**config.mk**
```make
export PLATFORM = sky130hd
export DESIGN_NAME = ecu_step_seq
export DESIGN_NICKNAME = d
export VERILOG_FILES = /design/src/rtl/ecu_pkg.sv /design/src/rtl/ecu_step_seq_step_ctr.sv /design/src/rtl/ecu_step_seq.sv
export SDC_FILE = /design/constraint.sdc
export NUM_CORES = 1
export LEC_CHECK = 0
export CAP_MARGIN = 20
export CORE_MARGIN = 1
export CORE_UTILIZATION = 50
export CTS_CLUSTER_SIZE = 10
export DETAILED_ROUTE_END_ITERATION = 8
export GPL_ROUTABILITY_DRIVEN = 0
export PLACE_DENSITY_LB_ADDON = 0.12
export SLEW_MARGIN = 10
export SYNTH_ARGS = -nofsm -noshare
export SYNTH_HDL_FRONTEND = slang
export SYNTH_SLANG_ARGS = --single-unit
export TNS_END_PERCENT = 20
```
**constraint.sdc**
```tcl
create_clock -name clk -period 2.92 [get_ports clk]
set_clock_uncertainty 0.2 [all_clocks]
set_input_delay 0.584 -clock clk [delete_from_list [all_inputs] [get_ports clk]]
set_output_delay 0.584 -clock clk [all_outputs]
set_load 0.02 [all_outputs]
```
**src/rtl/ecu_pkg.sv**
```systemverilog
// Shared ECU definitions: sequencer state encoding, pc_end bit positions and
// default widths for the instruction stream and microcode step index.
package ecu_pkg;

  localparam int unsigned DATA_W_DEF = 8;
  localparam int unsigned STEP_W_DEF = 3;
  localparam int unsigned LEN_W      = 2;

  // Bit positions inside the decoder's pc_end bus
  localparam int unsigned PC_LRC = 1;
  localparam int unsigned PC_INI = 0;

  typedef enum logic [2:0] {
    FETCH_OP = 3'd0,
    DECODE   = 3'd1,
    FETCH_D  = 3'd2,
    EXEC     = 3'd3,
    HALT     = 3'd4,
    FAULT    = 3'd5
  } state_e;

endpackage

```
**src/rtl/ecu_step_seq_step_ctr.sv**
```systemverilog
// Small up-counter with synchronous clear and enable; tc_c flags that the
// count equals the supplied terminal value.
module step_ctr #(
  parameter int unsigned W = 3
) (
  input  logic         clk,
  input  logic         rst,
  input  logic         clr,
  input  logic         en,
  input  logic [W-1:0] last,
  output logic [W-1:0] q,
  output logic         tc_c
);

  always_ff @(posedge clk) begin
    if (rst || clr) begin
      q <= '0;
    end else if (en) begin
      q <= q + W'(1);
    end
  end

  assign tc_c = (q == last);

endmodule

```
**src/rtl/ecu_step_seq.sv**
```systemverilog
// Fetch/execute sequencer for the ECU: fetches opcode plus 0-3 operand bytes,
// holds them for the decoder, and walks the microcode step index during EXEC.
module ecu_step_seq
  import ecu_pkg::*;
#(
  parameter int unsigned DATA_W = DATA_W_DEF,
  parameter int unsigned STEP_W = STEP_W_DEF
) (
  input  logic              clk,
  input  logic              rst,
  input  logic [DATA_W-1:0] mem_data,
  input  logic              mem_valid,
  output logic              mem_req,
  input  logic [LEN_W-1:0]  len,
  input  logic [1:0]        pc_end,
  input  logic              halt,
  output logic [DATA_W-1:0] insn,
  output logic [DATA_W-1:0] d1,
  output logic [DATA_W-1:0] d2,
  output logic [DATA_W-1:0] d3,
  output logic [STEP_W-1:0] is,
  output logic              pc_inc,
  output logic              halted,
  output logic              fault
);

  state_e            state;
  logic [LEN_W-1:0]  len_q;
  logic [LEN_W-1:0]  op_idx;
  logic              op_tc_c;
  logic              is_tc_c;
  logic              end_c;
  logic              is_clr_c;
  logic              is_en_c;
  logic              op_clr_c;
  logic              op_en_c;

  assign end_c   = pc_end[PC_LRC] | pc_end[PC_INI];
  assign mem_req = !rst && ((state == FETCH_OP) || (state == FETCH_D));

  // Step index only survives while EXEC keeps running; everything else zeroes it
  assign is_en_c  = (state == EXEC);
  assign is_clr_c = !((state == EXEC) && !end_c && !is_tc_c);

  step_ctr #(.W(STEP_W)) u_is_ctr (
    .clk  (clk),
    .rst  (rst),
    .clr  (is_clr_c),
    .en   (is_en_c),
    .last ({STEP_W{1'b1}}),
    .q    (is),
    .tc_c (is_tc_c)
  );

  // Operand slot index; terminal when the latched operand count is reached
  assign op_clr_c = (state == DECODE);
  assign op_en_c  = (state == FETCH_D) && mem_valid;

  step_ctr #(.W(LEN_W)) u_op_ctr (
    .clk  (clk),
    .rst  (rst),
    .clr  (op_clr_c),
    .en   (op_en_c),
    .last (LEN_W'(len_q - LEN_W'(1))),
    .q    (op_idx),
    .tc_c (op_tc_c)
  );

  always_ff @(posedge clk) begin
    if (rst) begin
      state  <= FETCH_OP;
      insn   <= '0;
      d1     <= '0;
      d2     <= '0;
      d3     <= '0;
      len_q  <= '0;
      pc_inc <= 1'b0;
      halted <= 1'b0;
      fault  <= 1'b0;
    end else begin
      pc_inc <= 1'b0;
      case (state)
        FETCH_OP: begin
          if (mem_valid) begin
            insn   <= mem_data;
            d1     <= '0;
            d2     <= '0;
            d3     <= '0;
            pc_inc <= 1'b1;
            state  <= DECODE;
          end
        end
        DECODE: begin
          len_q <= len;
          state <= (len != '0) ? FETCH_D : EXEC;
        end
        FETCH_D: begin
          if (mem_valid) begin
            pc_inc <= 1'b1;
            case (op_idx)
              2'd0:    d1 <= mem_data;
              2'd1:    d2 <= mem_data;
              default: d3 <= mem_data;
            endcase
            if (op_tc_c) state <= EXEC;
          end
        end
        EXEC: begin
          if (end_c) begin
            if (halt) begin
              state  <= HALT;
              halted <= 1'b1;
            end else begin
              state <= FETCH_OP;
            end
          end else if (is_tc_c) begin
            state <= FAULT;
            fault <= 1'b1;
          end
        end
        HALT: begin
          if (!halt) begin
            state  <= FETCH_OP;
            halted <= 1'b0;
          end
        end
        FAULT: begin
          state <= FAULT;
        end
        default: state <= FETCH_OP;
      endcase
    end
  end

endmodule
```
Word-level counts from Yosys, hierarchy flattened
Cells that the tools add are included.
{ "word_totals": {"regBits": 45, "in_bits": 16, "out_inout_bits": 39, "wordCells": 85} }
{ "classes": {"add_sub_neg": 3, "eq_ne": 18, "mux": 24, "bitwise": 3, "n_reduce_logical": 26} }
{ "ops": {"columns": ["operator", "n"], "rows": [
  ["8-bit 2-to-1 mux", 7],
  ["8-bit one-hot mux with 2 select lines", 3],
  ["3-bit 2-to-1 mux", 7],
  ["3-bit one-hot mux with 6 select lines", 1],
  ["4-bit AND reduction", 4],
  ["2-bit inequality test (second input constant)", 7],
  ["3-bit == test (second input constant)", 3],
  ["3-bit by 2-bit == test with 1-bit output (second input constant)", 2],
  ["2-bit nonzero test", 3],
  ["2-bit OR reduction", 3],
  ["1-bit 2-to-1 mux", 5],
  ["5-bit AND reduction", 1],
  ["1-bit logical AND", 4],
  ["1-bit zero test", 4],
  ["2-bit by 1-bit inequality test with 1-bit output (second input constant)", 2],
  ["3-bit by 1-bit adder with 3-bit output (second input constant)", 1],
  ["3-bit by 1-bit == test with 1-bit output (second input constant)", 1],
  ["3-bit zero test", 1],
  ["1-bit logical OR", 3],
  ["3-bit inequality test (second input constant)", 1],
  ["3-bit AND reduction", 1],
  ["2-bit by 1-bit adder with 2-bit output (second input constant)", 1],
  ["2-bit by 1-bit == test with 1-bit output (second input constant)", 1],
  ["2-bit == test", 1],
  ["other kinds (6)", 7]
]} }

Logic depth before layout (Yosys ltp)
Gate-level depths: netlist of run 1.
{ "depth": {"word_depth": 6, "depth_mapped": 6, "ltp_nobuf": 6} }

By module
Synthesis of run 1 repeated with hierarchy kept, for this count alone.
{ "unflattened": {"hier_cells": 198, "hier_area_um2": 1973.1} }
{ "modules_own_cells": {"columns": ["mod", "n_inst", "cells_per_inst", "area_each_um2", "seq_area_each_um2"], "rows": [
  ["ecu_step_seq", 1, 173, 1705.4, 800.8],
  ["step_ctr at u_is_ctr", 1, 15, 162.7, 60.1],
  ["step_ctr at u_op_ctr", 1, 10, 105.1, 40.0]
]} }

Worst setup path after synthesis of run 1
OpenSTA, ideal clock, no wires.
{ "synth_path": {"kind": "input -> output", "start": "input port rst", "end": "output port mem_req", "t_arrival_ns": 1.232, "required_time_ns": 2.136, "slack_ns": 0.904, "stages": 2, "n_path_buf": 1, "path_cell_list": "clkbuf_1 nor3_1"} }
{ "synth_between": {"elab_chain_cells": 2} }
{ "synth_lines": {"columns": ["item", "line", "source"], "rows": [
  ["start, declared", "ecu_step_seq.sv:10", "input logic rst,"],
  ["1-bit zero test", "ecu_step_seq.sv:39", "assign mem_req = !rst && ((state == FETCH_OP) || (state == FETCH_D));"],
  ["1-bit logical AND", "ecu_step_seq.sv:39", null],
  ["end, declared", "ecu_step_seq.sv:13", "output logic mem_req,"]
]} }
Every way passes these cells.

Worst setup path in the final report of run 1
Same ends and word-level chain as after synthesis.

==> results.toml, run 1 <==
[run_status]
status = "finished, final reports clean"

[logic_synthesis]
avgSynthCellArea_sq_um = 9.47
ys_async_sr_fraction_pct = 0
synthAdderAreaFrac_pct = 2.64
syn_area_sq_um = 1890
synth_cell_types = 37
synthMuxAreaShare_pct = 14.3
synth.net_count = 220
synth_edf_count = 0
ys.warnings.count = 0
synth-simple-area-share_pct = 21.1
yosysSeqAreaShare_pct = 47.6
synthXorXnorAreaFrac_pct = 0.925
synth-compound-area-share_pct = 8.59
synth_top_family_by_area = "simple AND/OR/NAND/NOR gates"
ys_seq_elements = 45
ys_dominant_reg_cell = "dfxtp_1"
postSynthCellCount = 200

[grt]
grt_max_degree = 44
antenna_found_initial = 0
grt_pass1_wl_microns = 6820
overflow = 0
grt_pass1_vias = 1445
grt_use_total_pct = 22.0

[clocking]
cts_tree = "done"
cts.repair.resized = 0
cts_made_buffers = 5
cts_sinks = 45
clkTransAtPathRegs_ps = 80
cts_setup_buffers = 0
cts_buffer_depth = 2
cts_root_buf = "clkbuf_8"
insertion_delay_ps = 290
cts.htree.levels = 2
postCtsHoldBufs = 0

[critical_path]
worst_ep_required_time_ps = 2140
path_class = "input port to output port"
start_kind = "input port"
cp.arrival_ps = 1840
path_cells = "clkdlybuf4s50_1, nor3_1, clkdlybuf4s50_1"
critPathSlowestCell = "clkdlybuf4s50_1"
path_common_cell = "clkdlybuf4s50_1"
path_max_fanout = 2
reg2reg_slack_ps = 620
cp_slowest_stage_delay_ps = 640
setup.worst_path.end_class = "output port"

[cells_and_area]
drive_gt1_share_pct = 5.51
final_nets = 273
multi_input_area_sq_um = 900
num_antenna_cells = 0
nFillCells = 279
synthToLayoutAreaGrowth_pct = 33.6
final_cell_mix = "clkdlybuf4s50_1 (54), dfxtp_1 (45), nor2_1 (31)"
seqCellArea_sq_um = 901
layout_commonest_cell = "clkdlybuf4s50_1"
post-route-util_pct = 72.9

[timing]
finalCriticalPeriod_ps = 2620
final_max_slew_viol_count = 0
final-hold-violation-count = 0
hold_ws_ps = 259
final.setup.tns_ps = 0
rsz0062_at_grt = "false"
max_clock_freq_mhz = 382
worst_pin_slew_ps = 544
slew_headroom_pct = 63.8
setup_violations = 0
period_share_pct = 89.7

[routing]
vias_per_cell = 5.07
drc = 0
num_vias = 1521
dr.first_iter.drc_count = 70
drt_wl_total_microns = 4020
drt-wirelength-per-cell_microns = 13.4
antenna_left = 0
drt_pass1_iterations = 4

[hold_path]
hold_class = "register to register"

[die]
core-area_sq_um = 3470
dieWidth_microns = 63.6
io_pins = 55
rows = 21
dieHeight_microns = 63.6
dieArea_sq_um = 4040
start_util_pct = 54.6

[power]
ir_worst_vdd_mv = 0.429
cellPowerDensity_nw_per_um2 = 622
p_leak_nw = 1.01

[place]
hpwl_microns = 2820
port_buffers = 54

[job]
cap_viol_max_count = 0
==> critical path, delay by kind of cell <==
family / cells / cell delay [ps]
buf+inv: 2 / 1070
simple gates: 1 / 180
==> synthesized netlist by cell type, drive strengths merged (2+ instances only) <==
library cell	n	area, sq um
dfxtp	45	901
nor2	31	116
mux2i	27	270
nand2	19	71.3
a21oi	10	50.1
and2	9	56.3
buf	7	56.3
nor3	6	35.0
o21ai	6	30.0
clkbuf	5	18.8
inv	5	18.8
ha	4	50.1
a31o	2	17.5
and3	2	12.5
nand3	2	15.0
nor2b	2	12.5
xnor2	2	17.5
==> power by group <==
part | internal [W] | switching [W] | total (W) | leakage [nW]
logic | 0.000227 | 0.000260 | 0.000487 | 0.604
registers | 0.000666 | 0.0000557 | 0.000722 | 0.365
clock network | 0.000166 | 0.000199 | 0.000364 | 0.0450
total | 0.00106 | 0.000514 | 0.00157 | 1.01
==> stage by stage <==
step | area [sq um] | total power (W) | std cells | setup WS (ps)
floorplan | 1890 | 0.00107 | 200 | 904
global placement | 2450 | 0.00122 | 292 | 335
detailed placement | 2450 | 0.00123 | 292 | 296
CTS | 2530 | 0.00159 | 300 | 295
global route | 2530 | 0.00167 | 300 | 247
finish | 2530 | 0.00157 | 300 | 300
==> logic make-up after synthesis <==
family | Yosys count
DFF | 45
xor gates and xnor gates | 2
and+or+nand+nor | 79
AOI/OAI and AO/OA | 26
buffers and inverters | 17
adders and majority gates | 4
muxes | 27
==> registers in the layout (all words and copies together) (netlist names), 2 cells and up <==
name / flops
insn: 8
d2: 8
state: 3
len_q: 2
u_is_ctr.q: 3
d1: 8
u_op_ctr.q: 2
d3: 8
==> per-layer routing <==
layer / vias to the layer above / routed length [microns] / global-route usage (%)
met5: - / 0 / 0
met4: 0 / 40 / 6.82
met3: 5 / 192 / 7.43
met2: 36 / 1800 / 32.6
met1: 692 / 1980 / 29.9
li1: 788 / - / -
==> path summary, 6_finish.rpt <==
path,endpoint,from,cells after the start
max,mem_req,rst,3
min,insn[0],insn[0],2
max reg2reg,d2[1],state[1],4
min reg2reg,insn[0],insn[0],2
==> layout make-up <==
type	count	share of cell area [%]
Clock inverter	2	0.396
Timing Repair Buffer	58	22.6
Multi-Input combinational cell	138	35.6
Inverter	5	0.742
Sequential cell	45	35.6
Clock buffer	6	2.87
Tap cell	46	2.27
No activity file was read; power rests on OpenSTA's default activity.
==> inputs of run 2 (changes only) <==
Settings changed: GPL_TIMING_DRIVEN from default to 0.
==> run 2 against run 1 <==
Effect of this change: first-iteration DRC count decreased by 10%; clock power increased by 34%; worst setup slack improved by 96 ps; total power increased by 9.5%; hold slack got worse by 1.7 ps; final cell count increased by 2.0%; critical path depth unchanged; utilization increased by 1.8 points; sequential power decreased by 2.9%; largest cell class unchanged.
==> results.toml, run 2 (synthesis gave the netlist of run 1 again) <==
[run_status]
status = "finished, final reports clean"

[cells_and_area]
drive_gt1_share_pct = 6.92
synthToLayoutAreaGrowth_pct = 36.9
layout_commonest_cell = "clkdlybuf4s50_1"
final_cell_mix = "clkdlybuf4s50_1 (52), dfxtp_1 (45), nor2_1 (31)"
post-route-util_pct = 74.7
final_nets = 279
finalInstanceArea_sq_um = 2590
num_antenna_cells = 0

[routing]
drt-wirelength-per-cell_microns = 14.3
vias_per_cell = 5.32
dr.first_iter.drc_count = 63
drc = 0
drt_pass1_iterations = 4
antenna_left = 0
num_vias = 1628
drt_wl_total_microns = 4390

[clocking]
cts_tree = "done"
cts_sinks = 45
cts_made_buffers = 5
cts.repair.resized = 0
cts_setup_buffers = 0
insertion_delay_ps = 300
cts_root_buf = "clkbuf_8"
clkTransAtPathRegs_ps = 80
cts.htree.levels = 2
postCtsHoldBufs = 0
cts_buffer_depth = 2

[critical_path]
cp_slowest_stage_delay_ps = 650
path_max_fanout = 10
cp.arrival_ps = 1740
worst_ep_required_time_ps = 2140
reg2reg_slack_ps = 970
setup.worst_path.end_class = "output port"
path_cells = "buf_2, nor3_1, clkdlybuf4s50_1"
start_kind = "register"
critPathSlowestCell = "clkdlybuf4s50_1"
path_class = "register to output port"

[power]
p_leak_nw = 1.04
ir_worst_vdd_mv = 0.556
cellPowerDensity_nw_per_um2 = 665

[die]
dieArea_sq_um = 4040
io_pins = 55
dieHeight_microns = 63.6
start_util_pct = 54.6
core-area_sq_um = 3470
dieWidth_microns = 63.6
rows = 21

[place]
post_dp_cell_area_sq_um = 2470
port_buffers = 52
hpwl_microns = 3000

[timing]
rsz0062_at_grt = "false"
period_share_pct = 86.4
max_clock_freq_mhz = 396
slew_headroom_pct = 60.2
setup_violations = 0
worst_pin_slew_ps = 596
final-hold-violation-count = 0
final_max_slew_viol_count = 0
final.setup.tns_ps = 0
finalCriticalPeriod_ps = 2520

[grt]
antenna_found_initial = 0
grt_pass1_vias = 1502
grt_use_total_pct = 23.1
grt_max_degree = 15
grt_pass1_wl_microns = 7090
overflow = 0

[job]
cap_viol_max_count = 0

[hold_path]
hold_class = "register to register"
-- run 2: routing by layer --
layer / global-route usage [%] / part of all wire [%] / vias up
li1: - / - / 803
met1: 30.6 / 48 / 782
met2: 36.3 / 48 / 39
met3: 5.62 / 3.3 / 4
met4: 8.52 / 0.87 / 0
met5: 0 / 0 / -
-- run 2: per-stage QoR --
stage	hold slack [ps]	setup WS, ps	instances	total power (W)
after floorplan	275	904	200	0.00107
after global placement	241	490	298	0.00124
after detailed placement	247	477	298	0.00125
after CTS	259	373	306	0.00173
after global routing	295	312	306	0.00181
final	257	396	306	0.00172
-- run 2: power breakdown --
| group | internal, W | switching (W) |
|---|---|---|
| Sequential | 0.000666 | 0.0000347 |
| Combinational | 0.000241 | 0.000294 |
| Clock | 0.000278 | 0.000208 |
| Total | 0.00119 | 0.000537 |
-- run 2: worst paths after layout --
check / from / end / depth (start not counted)
worst max-delay path: state[0] / mem_req / 3
worst min-delay path: insn[3] / insn[3] / 2
worst max register to register: state[2] / d1[5] / 6
worst min register to register: insn[3] / insn[3] / 2
-- run 2: worst max-delay path: cells and delay by family, from the launching register on --
family                 cells  cell delay [ps]
buffers and inverters      2              840
flip-flops                 1              350
AND/OR/NAND/NOR            1              260
-- run 2: cell type report --
type                            count  area (sq um)
Buffer                             12          75.1
Clock buffer                        6          82.6
Inverter                            5          18.8
Timing Repair Buffer               52           520
Multi-Input combinational cell    138           900
Tap cell                           46          57.6
Fill cell                         261           876
Clock inverter                      2          37.5
Sequential cell                    45           901
==> inputs of run 3 (changes only) <==
Settings changed: PLACE_DENSITY from default to 0.91, PLACE_DENSITY_LB_ADDON 0.12 to default.
==> run 3 against run 2 <==
Effect of this change: via count grew 0.92%; non-clock buffer count unchanged; wire length rose by 1.6%; critical path depth is the same; final area down 0.15%; worst setup slack better by 28 ps; die area is the same; hold slack barely moved; utilization shrank 0.11 points; register-to-register slack worse by 60 ps; global-route usage down 0.076 points; largest cell class unchanged; final cell count stayed put.
==> results.toml, run 3 (synthesis gave the netlist of run 1 again) <==
[timing]
rsz0062_at_grt = "false"
period_share_pct = 85.5
max_clock_freq_mhz = 401
final.setup.tns_ps = 0
slew_headroom_pct = 60.2
fin_ws_ps = 424
worst_pin_slew_ps = 595
final_max_slew_viol_count = 0
setup_violations = 0
final-hold-violation-count = 0
finalCriticalPeriod_ps = 2500

[power]
ir_worst_vdd_mv = 0.378
cellPowerDensity_nw_per_um2 = 663
total_power_w = 0.00172
p_leak_nw = 1.04

[grt]
antenna_found_initial = 0
grt_use_total_pct = 23.1
grt_pass1_vias = 1527
grt_max_degree = 14
overflow = 0
grt_pass1_wl_microns = 7090

[routing]
antenna_left = 0
vias_per_cell = 5.37
drc = 0
drt_wl_total_microns = 4460
num_vias = 1643
drt_pass1_iterations = 4
dr.first_iter.drc_count = 60
drt-wirelength-per-cell_microns = 14.6

[critical_path]
reg2reg_slack_ps = 910
reg2regPathDepth = 6
start_kind = "register"
reg2reg_to = "d2[6]"
setup.worst_path.end_class = "output port"
timing.rr.start = "state[2]"
path_class = "register to output port"
cp.arrival_ps = 1710
path_max_fanout = 10
worst_ep_required_time_ps = 2140

[clocking]
clkTransAtPathRegs_ps = 80
cts.htree.levels = 2
cts_sinks = 45
cts_setup_buffers = 0
cts.repair.resized = 0
cts_buffer_depth = 2
cts_root_buf = "clkbuf_8"
cts_made_buffers = 5
postCtsHoldBufs = 0
insertion_delay_ps = 300
cts_tree = "done"

[die]
core-area_sq_um = 3470
dieArea_sq_um = 4040
rows = 21
io_pins = 55
dieHeight_microns = 63.6
start_util_pct = 54.6
dieWidth_microns = 63.6

[hold_path]
hold_class = "register to register"
min_to = "insn[1]"
hp-start = "insn[1]"
hold_depth = 2

[cells_and_area]
layout_commonest_cell = "clkdlybuf4s50_1"
final_nets = 279
num_antenna_cells = 0
multi_input_area_sq_um = 900
drive_gt1_share_pct = 6.54
nFillCells = 273
synthToLayoutAreaGrowth_pct = 36.7
final_cell_mix = "clkdlybuf4s50_1 (52), dfxtp_1 (45), nor2_1 (31)"
seqCellArea_sq_um = 901

[job]
cap_viol_max_count = 0

[place]
port_buffers = 52
pre_cts_slack_ps = 510
hpwl_microns = 3080

[run_status]
status = "finished, final reports clean"
run 3: worst max path at each step:
stage               startpoint       to  slack [ps]  cells after the start
finish                state[0]  mem_req         420                      3
global placement           rst  mem_req         520                      3
CTS                   state[0]  mem_req         420                      3
global route          state[0]  mem_req         370                      3
detailed placement         rst  mem_req         510                      3
floorplan                  rst  mem_req         900                      2
run 3: metrics by stage:
step | utilization (%) | cells | hold slack [ps] | instance area, sq um
2_1_floorplan | - | 200 | 275 | 1890
6_report | 74.6 | 306 | 257 | 2590
5_1_grt | 74.6 | 306 | 273 | 2590
4_1_cts | 74.6 | 306 | 260 | 2590
3_5_place_dp | 71.3 | 298 | 249 | 2470
3_3_place_gp | 71.3 | 298 | 241 | 2470
run 3: final cells by class:
cell class / instances / share of cell area [%]
Sequential cell: 45 / 34.8
Multi-Input combinational cell: 138 / 34.8
Timing Repair Buffer: 52 / 20.1
Clock buffer: 7 / 3.33
Buffer: 12 / 2.90
Tap cell: 46 / 2.22
Clock inverter: 1 / 1.16
Inverter: 5 / 0.725
run 3: critical path: stages (launching register included):
cell             delay (ps)
dfxtp_1                 350
buf_2                   180
nor3_1                  240
clkdlybuf4s50_1         640
run 3: report_power, final:
part           switching (W)  internal, W  leakage [nW]  total, W
Sequential         0.0000336     0.000666         0.365  0.000700
Clock               0.000204     0.000279        0.0585  0.000483
Combinational       0.000293     0.000241         0.620  0.000534
run 3: routing by layer:
metal	GRT usage, %	wire length, microns	part of all wire, %	vias up
li1	-	-	-	797
met1	26.1	1920	43	783
met2	41.5	2260	51	55
met3	5.07	198	4.4	8
met4	9.09	74	1.7	0
met5	0	0	0	-
